`config.mk`:
```
export PLATFORM = sky130hd
export DESIGN_NAME = muldiv_sequencer
export DESIGN_NICKNAME = d
export VERILOG_FILES = /design/src/rtl/muldiv_sequencer.sv
export SDC_FILE = /design/constraint.sdc
export NUM_CORES = 1
export LEC_CHECK = 0
export BUFFER_PORTS_ARGS = -buffer_cell sky130_fd_sc_hd__buf_2
export CORE_MARGIN = 2
export CORE_UTILIZATION = 40
export DETAILED_ROUTE_END_ITERATION = 16
export PLACE_DENSITY = 0.54
export SLEW_MARGIN = 20
export SYNTH_ARGS = -nofsm -noshare
export SYNTH_HDL_FRONTEND = slang
export SYNTH_SLANG_ARGS = --single-unit
```
`constraint.sdc`:
```
create_clock -name clk -period 7 [get_ports clk]
set_clock_uncertainty 0.05 [all_clocks]
set_input_delay 1.4 -clock clk [delete_from_list [all_inputs] [get_ports clk]]
set_output_delay 1.4 -clock clk [all_outputs]
set_load 0.005 [all_outputs]
```
`src/rtl/muldiv_sequencer.sv`:
```
// Iterative multiply (shift-add) / divide (restoring) sequencer for the MIPS execute stage.
// Define SIGNED_MULDIV_EN for two's-complement operands; default build is unsigned only.
module muldiv_sequencer #(
    parameter int          WIDTH  = 16,
    parameter logic [5:0]  OP_MUL = 6'b100000,
    parameter logic [5:0]  OP_DIV = 6'b100001
) (
    input  logic             clk,
    input  logic             reset,
    input  logic [5:0]       op_dec,
    input  logic             valid_in,
    input  logic [WIDTH-1:0] A,
    input  logic [WIDTH-1:0] B,
    input  logic             flush,
    output logic             stall,
    output logic             busy,
    output logic             done,
    output logic [WIDTH-1:0] result_lo,
    output logic [WIDTH-1:0] result_hi,
    output logic [1:0]       flag_ex
);
    localparam int CW = $clog2(WIDTH);

    typedef enum logic [1:0] {IDLE, RUN, DONE} state_t;

    state_t             state_q, state_d;
    logic [CW-1:0]      count_q;
    logic               is_div_q;
    logic [WIDTH-1:0]   opa_q, opb_q;
    logic [2*WIDTH:0]   acc_q, acc_d;
    logic [WIDTH-1:0]   mag_a, mag_b;
    logic [WIDTH:0]     upper;
    logic [2*WIDTH:0]   shifted;
    logic [WIDTH+1:0]   trial;
    logic [WIDTH-1:0]   fin_lo, fin_hi;
    logic [1:0]         fin_flag;
    logic               is_muldiv, is_div_op, accept, div_by_zero, last_iter;

`ifdef SIGNED_MULDIV_EN
    logic               neg_a_q, neg_b_q, sgn;
    logic [2*WIDTH-1:0] prod;

    function automatic logic [WIDTH-1:0] neg_w(input logic neg, input logic [WIDTH-1:0] v);
        return neg ? (~v + 1'b1) : v;
    endfunction

    function automatic logic [2*WIDTH-1:0] neg_2w(input logic neg, input logic [2*WIDTH-1:0] v);
        return neg ? (~v + 1'b1) : v;
    endfunction

    assign mag_a = neg_w(A[WIDTH-1], A);
    assign mag_b = neg_w(B[WIDTH-1], B);
`else
    assign mag_a = A;
    assign mag_b = B;
`endif

    assign is_div_op   = (op_dec == OP_DIV);
    assign is_muldiv   = (op_dec == OP_MUL) || is_div_op;
    assign accept      = (state_q == IDLE) && valid_in && is_muldiv && !flush;
    assign div_by_zero = is_div_op && (B == '0);
    assign last_iter   = (count_q == CW'(WIDTH - 1));

    assign busy  = (state_q == RUN);
    assign done  = (state_q == DONE);
    assign stall = busy || accept;

    // One iteration: mul adds into the upper half then shifts right; div shifts left and trial-subtracts.
    always_comb begin
        acc_d   = acc_q;
        upper   = acc_q[2*WIDTH:WIDTH];
        shifted = {acc_q[2*WIDTH-1:0], 1'b0};
        trial   = {1'b0, shifted[2*WIDTH:WIDTH]} - {2'b00, opb_q};
        if (is_div_q) begin
            if (!trial[WIDTH+1])
                acc_d = {trial[WIDTH:0], shifted[WIDTH-1:1], 1'b1};
            else
                acc_d = shifted;
        end else begin
            if (acc_q[0])
                upper = acc_q[2*WIDTH:WIDTH] + {1'b0, opa_q};
            acc_d = {1'b0, upper, acc_q[WIDTH-1:1]};
        end
    end

    always_comb begin
        fin_lo   = acc_d[WIDTH-1:0];
        fin_hi   = acc_d[2*WIDTH-1:WIDTH];
        fin_flag = 2'b00;
`ifdef SIGNED_MULDIV_EN
        sgn  = neg_a_q ^ neg_b_q;
        prod = neg_2w(sgn, acc_d[2*WIDTH-1:0]);
        if (is_div_q) begin
            // Remainder follows the dividend; a positive quotient of magnitude 2^(W-1) cannot be represented.
            fin_lo   = neg_w(sgn, acc_d[WIDTH-1:0]);
            fin_hi   = neg_w(neg_a_q, acc_d[2*WIDTH-1:WIDTH]);
            fin_flag = {(fin_lo == '0), (!sgn && acc_d[WIDTH-1])};
        end else begin
            fin_lo   = prod[WIDTH-1:0];
            fin_hi   = prod[2*WIDTH-1:WIDTH];
            fin_flag = {(prod == '0), (prod[2*WIDTH-1:WIDTH] != {WIDTH{prod[WIDTH-1]}})};
        end
`else
        if (is_div_q)
            fin_flag = {(acc_d[WIDTH-1:0] == '0), 1'b0};
        else
            fin_flag = {(acc_d[2*WIDTH-1:0] == '0), (acc_d[2*WIDTH-1:WIDTH] != '0)};
`endif
    end

    always_comb begin
        state_d = state_q;
        case (state_q)
            IDLE:    if (accept) state_d = div_by_zero ? DONE : RUN;
            RUN:     if (flush) state_d = IDLE;
                     else if (last_iter) state_d = DONE;
            DONE:    state_d = IDLE;
            default: state_d = IDLE;
        endcase
    end

    always_ff @(posedge clk or negedge reset) begin
        if (!reset) begin
            state_q   <= IDLE;
            count_q   <= '0;
            is_div_q  <= 1'b0;
            opa_q     <= '0;
            opb_q     <= '0;
            acc_q     <= '0;
            result_lo <= '0;
            result_hi <= '0;
            flag_ex   <= 2'b00;
`ifdef SIGNED_MULDIV_EN
            neg_a_q   <= 1'b0;
            neg_b_q   <= 1'b0;
`endif
        end else begin
            state_q <= state_d;
            if (accept) begin
                count_q  <= '0;
                is_div_q <= is_div_op;
                opa_q    <= mag_a;
                opb_q    <= mag_b;
                acc_q    <= {1'b0, {WIDTH{1'b0}}, (is_div_op ? mag_a : mag_b)};
`ifdef SIGNED_MULDIV_EN
                neg_a_q  <= A[WIDTH-1];
                neg_b_q  <= B[WIDTH-1];
`endif
            end else if (state_q == RUN) begin
                count_q <= count_q + 1'b1;
                acc_q   <= acc_d;
            end
            // Results only change on entry to DONE.
            if (accept && div_by_zero) begin
                result_lo <= '1;
                result_hi <= A;
                flag_ex   <= 2'b01;
            end else if ((state_q == RUN) && last_iter && !flush) begin
                result_lo <= fin_lo;
                result_hi <= fin_hi;
                flag_ex   <= fin_flag;
            end
        end
    end
endmodule

```
* Word level (Yosys, flattened, before mapping)
Index checks and enable logic that the tools add are counted.
Widths: inputs -> output; s select.
** Operators by class
- Add/subtract/negate cells :: 3
- Equality and inequality tests :: 7
- Multiplexer cells :: 20
- Reductions and logical operators :: 18
** Operators by type and width (number)
- $mux 33 :: 4
- $mux 16 :: 5
- $logic_not 16->1 :: 2
- $logic_not 32->1 :: 1
- $sub 17x16->18 :: 1
- $add 17x16->17 :: 1
- $mux 17 :: 1
- $reduce_bool 16->1 :: 1
- $mux 2 :: 7
- $eq 6x6->1 const B :: 2
- $mux 4 :: 2
- $logic_and 1x1->1 :: 7
- $add 4x1->4 const B :: 1
- $eq 4x4->1 const B :: 1
- $pmux 2 s2 :: 1
- $reduce_bool 2->1 :: 2
- $ne 3x2->1 const B :: 1
- $eq 2x1->1 const B :: 1
- $eq 2x2->1 const B :: 1
- $logic_not 2->1 :: 1
- $logic_or 1x1->1 :: 2
- $ne 2x2->1 const B :: 1
- $reduce_and 2->1 :: 1
- $logic_not 1->1 :: 1
** Word-level totals
- Flip-flop bits (word level) :: 106
- Bits of input ports :: 42
- Output and inout bits :: 37
- Logic and storage cells :: 57

* Depth between registers and ports, before layout
Gate-level depths: netlist (run 1).
- Word-level depth :: 7
- Gate-level depth with buffers :: 13
- Mapped depth without buffers :: 12

* Worst setup path after synthesis (run 1)
Ideal clock, no wire load.
- Path kind :: in2out
- From :: in flush
- To :: out stall
- Data arrival time :: 2.521 ns
- Data required time :: 5.550 ns
- Slack :: 3.029 ns
- Stages :: 6
- Path buffers :: 2
- Cell sequence :: nor4b_1 > and3_1 > clkbuf_1 > nor2_1 > clkbuf_1 > inv_1
** Between the ends
- Word-level cells in the longest chain between the ends :: 3
** RTL lines
- start: declaration :: RTL line 14 : input logic flush,
- $logic_not 1->1 :: RTL line 60 : assign accept = (state_q == IDLE) && valid_in && is_muldiv && !flush;
- $logic_and 1x1->1 :: RTL line 60
- $logic_or 1x1->1 :: RTL line 66 : assign stall = busy || accept;
- end: declaration :: RTL line 15 : output logic stall,
No other way between the ends.

* Final worst setup path (run 1)
Ends and elaborated chain as after synthesis.

==> impl_summary.md, run 1 <==
Clock tree
For this design, the CTS-stage hold fixing added 0 buffers. In this run, CTS created clock tree buffers numbering 9. The sink count of the clock tree is 106.

The clock passes through at most 2 buffers. Clock-pin slew was measured on the worst setup and hold paths at 0.07 ns. The post-cts repair resize count is 0. TritonCTS built the clock tree. The CTS root buffer is clkbuf_16. The H-tree was split into 3 levels. The post-CTS setup repair buffer count is 0. The clock reaches the later pin of the worst-skew pair after 0.36 ns.

Synth
The fraction of registers with async set/reset is 1.000. In the post-synthesis netlist, the biggest area contributors are dfrtp_1, nand2_1, o21ai_0. The count of yosys warnings during synthesis is 0. The synthesized design contains 106 register bits.

The average cell area after synthesis is 8.829 µm². The share of synthesized area in the top cell type comes to 0.3832. The synthesized net count is 861. Of the synthesized area, sequential elements account for 0.3832. The largest total area in the synthesized netlist belongs to dfrtp_1. The number of instances in the synthesized netlist is 784. Yosys mapped the design onto 78 distinct sky130hd cell types. The most used flip-flop cell after synthesis is dfrtp_1. The number of synthesized flops with an enable pin is 0. The cell area after synthesis is 6922 µm².

Route
After detailed routing, the total wire length is 22560 µm. The first TritonRoute pass finished after 5 iterations. After the first detailed-routing iteration, the DRC count stood at 519.

The routed length per instance is 21.06 µm. The average vias per placed instance is 6.023. The total via count in the routed design is 6451. The count of nets left with antenna violations once routing finished came out at 0. In the routed design, unresolved DRC markers number 0.

Floorplanning
The total area inside the core boundary comes to 17120 µm². The overall die height is 135.5 µm. The row count is 48.

For this design the top-level I/O count stands at 79. The initial core utilization is 0.4044. The chip width is 135.5 µm.

The die covers 18370 µm².

Placement
The number of input and output port buffers inserted is 78. The final estimated routing congestion in global placement is 0.9402. The instance area at placement is 7465 µm².

The HPWL reported at the end of detailed placement is 16590 µm. After detailed placement, the design holds a cell count of 1055.

Power and ir drop
Of the total power, the share spent switching nets is 0.4342. The maximum vdd drop is 143.5 µV. The fraction of power consumed by sequential logic is 0.339.

Cell internal power was estimated by the tool at 0.001566 W. The share of total power in combinational logic is 0.470. The analysis attributes to cell leakage a power of 3.723 nW. Summed over all nets, the switching power comes to 0.001201 W. The clock network fraction of design power is 0.191.

The power per unit of standard cell area is 356.2 nW/µm².

Worst setup path
The worst register-to-register path ends at flag_ex[0]. For the worst flop-to-flop path, the logic depth is 10. In this run the critical register-to-register path is launched from acc_q[25].

STA classifies the critical path endpoint as an output pin. The slack of the worst reg-to-reg path is 3.18 ns. Data on the critical path is required at its endpoint by 5.55 ns. The classification of the worst setup path is in2out. The launch point of the critical path is flush. In this run the worst path has a maximum fanout of 53. The sort of element at the start of the critical path is an input pin.

Data arrives at the worst endpoint at 3.05 ns.

STA
Based on the critical path, the design can be clocked at up to 222.3 MHz. At the pin with the least slew margin, the transition time is 1.022 ns. The final number of hold-violating endpoints came to 0. Dividing the final minimum period by the clock period gives 0.6426.

The worst pin sits at a relative slew slack of 0.3183. Setup repair after global routing left no endpoint under its margin. The number of failing setup endpoints in the final timing report is 0.

The post-route setup TNS is 0 ns. The max-slew violation total from the final report is 0. The shortest clock period the worst path allows after layout is 4.498 ns.

Cells and area
The number of inserted diodes is 0. The finished layout holds 1071 standard cells, fillers aside. The fraction of final layout cells sized beyond drive strength 1 is 0.1513. The final-layout fill cell count is 1721.

The post-layout utilization of the core is 0.4538. The finished layout cell area is 7767 µm². The number of nets in the layout is 918. Relative to the synthesized area, the layout overhead comes to 12.22%.

Worst hold path
The hold path endpoint is opa_q[13]. The type of the most critical hold path is reg2reg. The startpoint identified for the worst hold timing path is opa_q[13]. The cell count of the worst hold path is 2.

Global route
The total track usage is 0.2481. The number of antenna violations at the first check in global routing is 0. The wire length of the first global-routing pass is 34850 µm. Entering global routing, the biggest net connects 61 pins.

The via count of the first global-routing pass is 6029. Global routing finished with a remaining overflow of 0.

Status
The flow ran to the end, and the final reports show no timing, DRC or antenna violations.

Run
Across the run, the number of max-cap violations was 0.
[state kept, by name, indices dropped and copies added, names as in the netlist]
register	count
acc_q	33
opa_q	16
opb_q	16
result_hi	16
result_lo	16
count_q	4
flag_ex	2
state_q	2
is_div_q	1
[per-layer routing]
metal	wire length, µm	vias up	global-route usage
li1	-	3012	-
met1	10430	3169	0.3594
met2	10350	237	0.3866
met3	1296	33	0.03853
met4	478	0	0.06597
met5	0	-	0
[worst max-delay path by stage]
stage | to | slack [ns] | cells after the start
floorplan | stall | 3.03 | 6
global placement | stall | 2.64 | 7
detailed placement | stall | 2.52 | 7
CTS | stall | 2.50 | 7
global route | stall | 2.34 | 7
finish | stall | 2.50 | 7
[worst max-delay path, cell delays in order]
cell,delay (ns)
buf_2,0.12
nor4b_1,0.44
and3_2,0.25
buf_4,0.47
nor2_2,0.07
inv_1,0.14
buf_2,0.14
[kinds of logic after synthesis]
logic type,share of synthesized area
AOI/OAI and AO/OA,0.2601
and+or+nand+nor,0.1708
DFF,0.3832
buffers and inverters,0.04790
muxes,0.05224
adders and majority gates,0.06544
xor gates and xnor gates,0.02025
[synthesized netlist by cell type (3+ instances only)]
library cell  instances
nand4_1               8
xor2_1                6
nand3_1              23
a22o_1                5
a211oi_1              6
dfrtp_1             106
xnor2_1              10
and3_1                5
or3_1                 7
a221o_1               3
buf_1                 3
o21ai_0              87
mux2i_1              35
nor4_1               10
o211ai_1              7
nand2_1             124
o22ai_1              18
a21o_1               23
a21oi_1              32
a21boi_0              4
nor3_1               16
ha_1                 33
a31oi_1              10
a2bb2oi_1             4
o221ai_1              3
o31ai_1               8
a21oi_2               3
a22oi_1              17
o21a_1               10
inv_1                28
clkbuf_1             30
nor2_1               27
buf_6                 8
nor2b_1               7
[through the flow]
step / hold slack [ns] / worst slack (ns) / power, W
after floorplan: 0.3773 / 3.029 / 0.001848
after global placement: 0.4100 / 2.645 / 0.002206
after CTS: 0.4430 / 2.504 / 0.002765
final: 0.4457 / 2.502 / 0.002767
after global routing: 0.4635 / 2.341 / 0.002965
after detailed placement: 0.4198 / 2.524 / 0.002232
[power groups by stage]
stage	clock, W	sequential (W)	combinational [W]
finish	0.000528	0.000938	0.00130
global route	0.000564	0.000958	0.00144
CTS	0.000538	0.000934	0.00129
detailed placement	0	0.000944	0.00129
global placement	0	0.000941	0.00127
floorplan	0	0.000886	0.000963
[cell usage in the layout (no fill, tap or decap), types with 7 or more instances in the layout]
cell       instances
o21a_1            10
nor2b_1            7
nand4_1            8
o211ai_1           7
a21o_1            23
o21ai_0           87
xnor2_1           10
a31oi_1           10
o31ai_1            8
a21oi_1           32
nand3_1           23
dfrtp_1          106
nor3_1            16
o22ai_1           18
buf_4             12
ha_1              33
mux2i_1           35
nor4_1            10
a22oi_1           17
nor2_1            26
buf_2             77
nand2_1          124
clkbuf_16          9
inv_1             28
[area by class of cell]
cell class,count,area (µm²),share of cell area
Clock buffer,9,225.2,0.02899
Sequential cell,106,2653,0.3415
Inverter,28,105.1,0.01353
Clock inverter,7,76.32,0.009826
Multi-Input combinational cell,607,3951,0.5087
Tap cell,225,281.5,0.03624
Timing Repair Buffer,89,475.5,0.06121
No activity file was read; power rests on OpenSTA's default activity.
==> run 2: changes to the inputs <==
==> constraint.sdc (replaced) <==
create_clock -name clk -period 4.4 [get_ports clk]
set_clock_uncertainty 0.05 [all_clocks]
set_input_delay 0.88 -clock clk [delete_from_list [all_inputs] [get_ports clk]]
set_output_delay 0.88 -clock clk [all_outputs]
set_load 0.005 [all_outputs]
==> run 2 against run 1 <==
  * Worst hold slack got worse by 0.014 ns
  * Global-route usage grew 1.4 points
  * Count of clock-buffer cells in the layout grew 3
  * Utilization is 0.23 points higher
  * Combinational power grew 63%
  * First-iteration DRC count up 8.9%
  * Cell count increased by 0.47%
  * Register-to-register slack got worse by 2.5 ns
  * Non-clock buffer count rose by 5
==> impl_summary.md, run 2 (synthesis results as in run 1) <==
Cells and area
The total area of sequential cells is 2653 µm². Fill cells in the final layout number 1695. The fraction of final layout cells sized beyond drive strength 1 is 0.1528. The finished layout cell area is 7806 µm². The top cell types in the final layout, fill and taps aside, are nand2_1, dfrtp_1, o21ai_0. For this run, the post-layout net count is 923.

The register with the highest flop count is acc_q. The number of inserted diodes is 0. The most frequent standard cell in the layout excluding fill and tap cells is nand2_1. The register with the most flip-flops in the layout has 33 of them. The area of the multi-input gates is 3950 µm². The layout overhead on the synthesized area is 12.78%.

Clock tree
CTS saw 106 sinks. The CTS root buffer is clkbuf_16. In this run the number of H-tree levels came out at 3.

For this design, the CTS-stage hold fixing added 0 buffers. After clock tree synthesis, the repair step resized 0 gates. At the later pin of the worst-skew pair, clock insertion delay measures 0.35 ns. Buffers inserted during clock tree synthesis total 9. No sink is reached through more buffers than the 2 on the longest clock path. The CTS tree is yes. Once the clock tree was built, the setup fixing pass inserted 0 buffers. The clock transition at the register clock pins on the worst setup and hold paths after CTS is 0.08 ns.

STA
The highest clock frequency the design can meet is 266.0 MHz. The headroom to the max-slew limit is 0.3234. The max-slew violation total from the final report is 0. Setup total negative slack on the finished layout was measured at 0 ns. The shortest clock period the worst path allows after layout is 3.760 ns. The portion of the clock cycle consumed by the worst path in the final layout is 0.8544. The final number of hold-violating endpoints is 0. Setup violations remaining at the end of the flow were counted as 0.

Setup repair after global routing left no endpoint under its margin. The worst-margin pin slew is 1.008 ns.

Power and ir drop
For this design the static power due to leakage is 3.744 nW. The power per unit of standard cell area is 571.1 nW/µm². The worst-case IR drop observed on VDD is 251.9 µV.

Global route
The via count of the first global-routing pass was 6304. Global routing finished with a remaining overflow of 0. The number of antenna violations at the first check in global routing is 0. The total track usage is 0.2622. The pin count of the biggest net entering global routing is 53.

The first global-routing pass estimated 36440 µm of wire.

Worst setup path
By startpoint and endpoint, the worst setup path is classified as reg2reg. Data on the critical path is required at its endpoint by 4.58 ns. The longest individual stage delay on the worst path is 0.81 ns.

The launch instance of the worst register-to-register path is acc_q[19]. The cell type of the slowest stage on the worst timing path is o21ai_1. The worst endpoint data arrival time is 3.94 ns.

The logic depth of the worst register-to-register path is 10. The worst register-to-register path has a setup slack of 0.64 ns. The signal on the critical path passes through ha_1, a21oi_1, nand2_1, o21ai_1, a31oi_1, a21oi_2, or4b_1, and4bb_1, and4_1, nor2_1. The endpoint class of the critical path is a flip-flop. The sort of element at the start of the critical path is a flip-flop. The peak fanout along the critical path is 12.

In this run the worst setup path begins at acc_q[19].

Placement
Detailed placement ended at an HPWL of 17560 µm. Input and output buffers added on the ports amount to 78. At the end of routability-driven placement, the weighted congestion stood at 0.9162.

The instance area at placement is 7502 µm².

Status
The run finished with clean final reports.

Floorplanning
The number of placed I/O pins is 79. The initial core utilization is 0.4044. After floorplanning, the core was divided into 48 placement rows. In this run the horizontal extent of the chip is 135.5 µm. The core footprint is 17120 µm². The overall die height is 135.5 µm. The die footprint is 18370 µm².

Route
The total via count in the routed design is 6484. The count of nets left with antenna violations once routing finished came out at 0. The DRC violation total after the first TritonRoute iteration is 565.

The routed wire length is 23650 µm. The routed length per instance is 21.98 µm. For this run, design rule violations remaining after detail routing come to 0.

Using the TritonRoute via totals, the vias-per-cell ratio works out to 6.026. The total iterations of the first detailed-routing run is 5.

Worst hold path
The tightest min-delay check is of the in2async type.

Run
Max-cap violations in this run came to 0.
==> run 2: worst max-delay path, delay by kind of cell, from the launching register on <==
family,cells,cell delay [ns]
and+or+nand+nor,5,1.22
adders and majority gates,1,0.39
AOI/OAI and AO/OA,4,1.52
DFF,1,0.44
==> run 2: per-layer routing <==
metal / routed length (µm) / share of wire / track usage
met1: 10790 / 0.46 / 0.3711
met2: 10830 / 0.46 / 0.4122
met4: 646 / 0.027 / 0.08160
met5: 0 / 0 / 0
met3: 1385 / 0.059 / 0.04227
==> run 2: layout make-up <==
cell class / count / share of cell area
multi-input combinational: 607 / 0.5060
timing repair buffer: 94 / 0.06572
clock inverter: 4 / 0.007373
clock buffer: 12 / 0.03158
tap: 225 / 0.03606
inverter: 28 / 0.01346
sequential: 106 / 0.3398
==> run 2: final timing paths <==
kind | endpoint
max | flag_ex[0]
min | opb_q[15]
max reg2reg | flag_ex[0]
min reg2reg | opa_q[2]
max in group asynchronous | acc_q[21]
min in group clk | opa_q[2]
==> run 2: where the power goes <==
| part | internal [W] | total [W] | leakage, nW | switching [W] |
|---|---|---|---|---|
| combinational | 0.000841 | 0.00212 | 2.31 | 0.00128 |
| sequential | 0.00122 | 0.00148 | 1.29 | 0.000267 |
| clock | 0.000465 | 0.000855 | 0.145 | 0.000390 |
| total | 0.00252 | 0.00446 | 3.74 | 0.00194 |
==> run 2: stage by stage <==
stage	hold slack [ns]	utilization	power (W)	setup slack, ns	instances
2_1_floorplan	0.3773	-	0.002941	1.469	784
5_1_grt	0.4631	0.4561	0.004776	0.3468	1076
3_3_place_gp	0.4196	0.4383	0.003547	0.7597	1060
6_report	0.4316	0.4561	0.004458	0.6405	1076
4_1_cts	0.4399	0.4561	0.004459	0.6626	1076
3_5_place_dp	0.4212	0.4383	0.003589	0.6829	1060
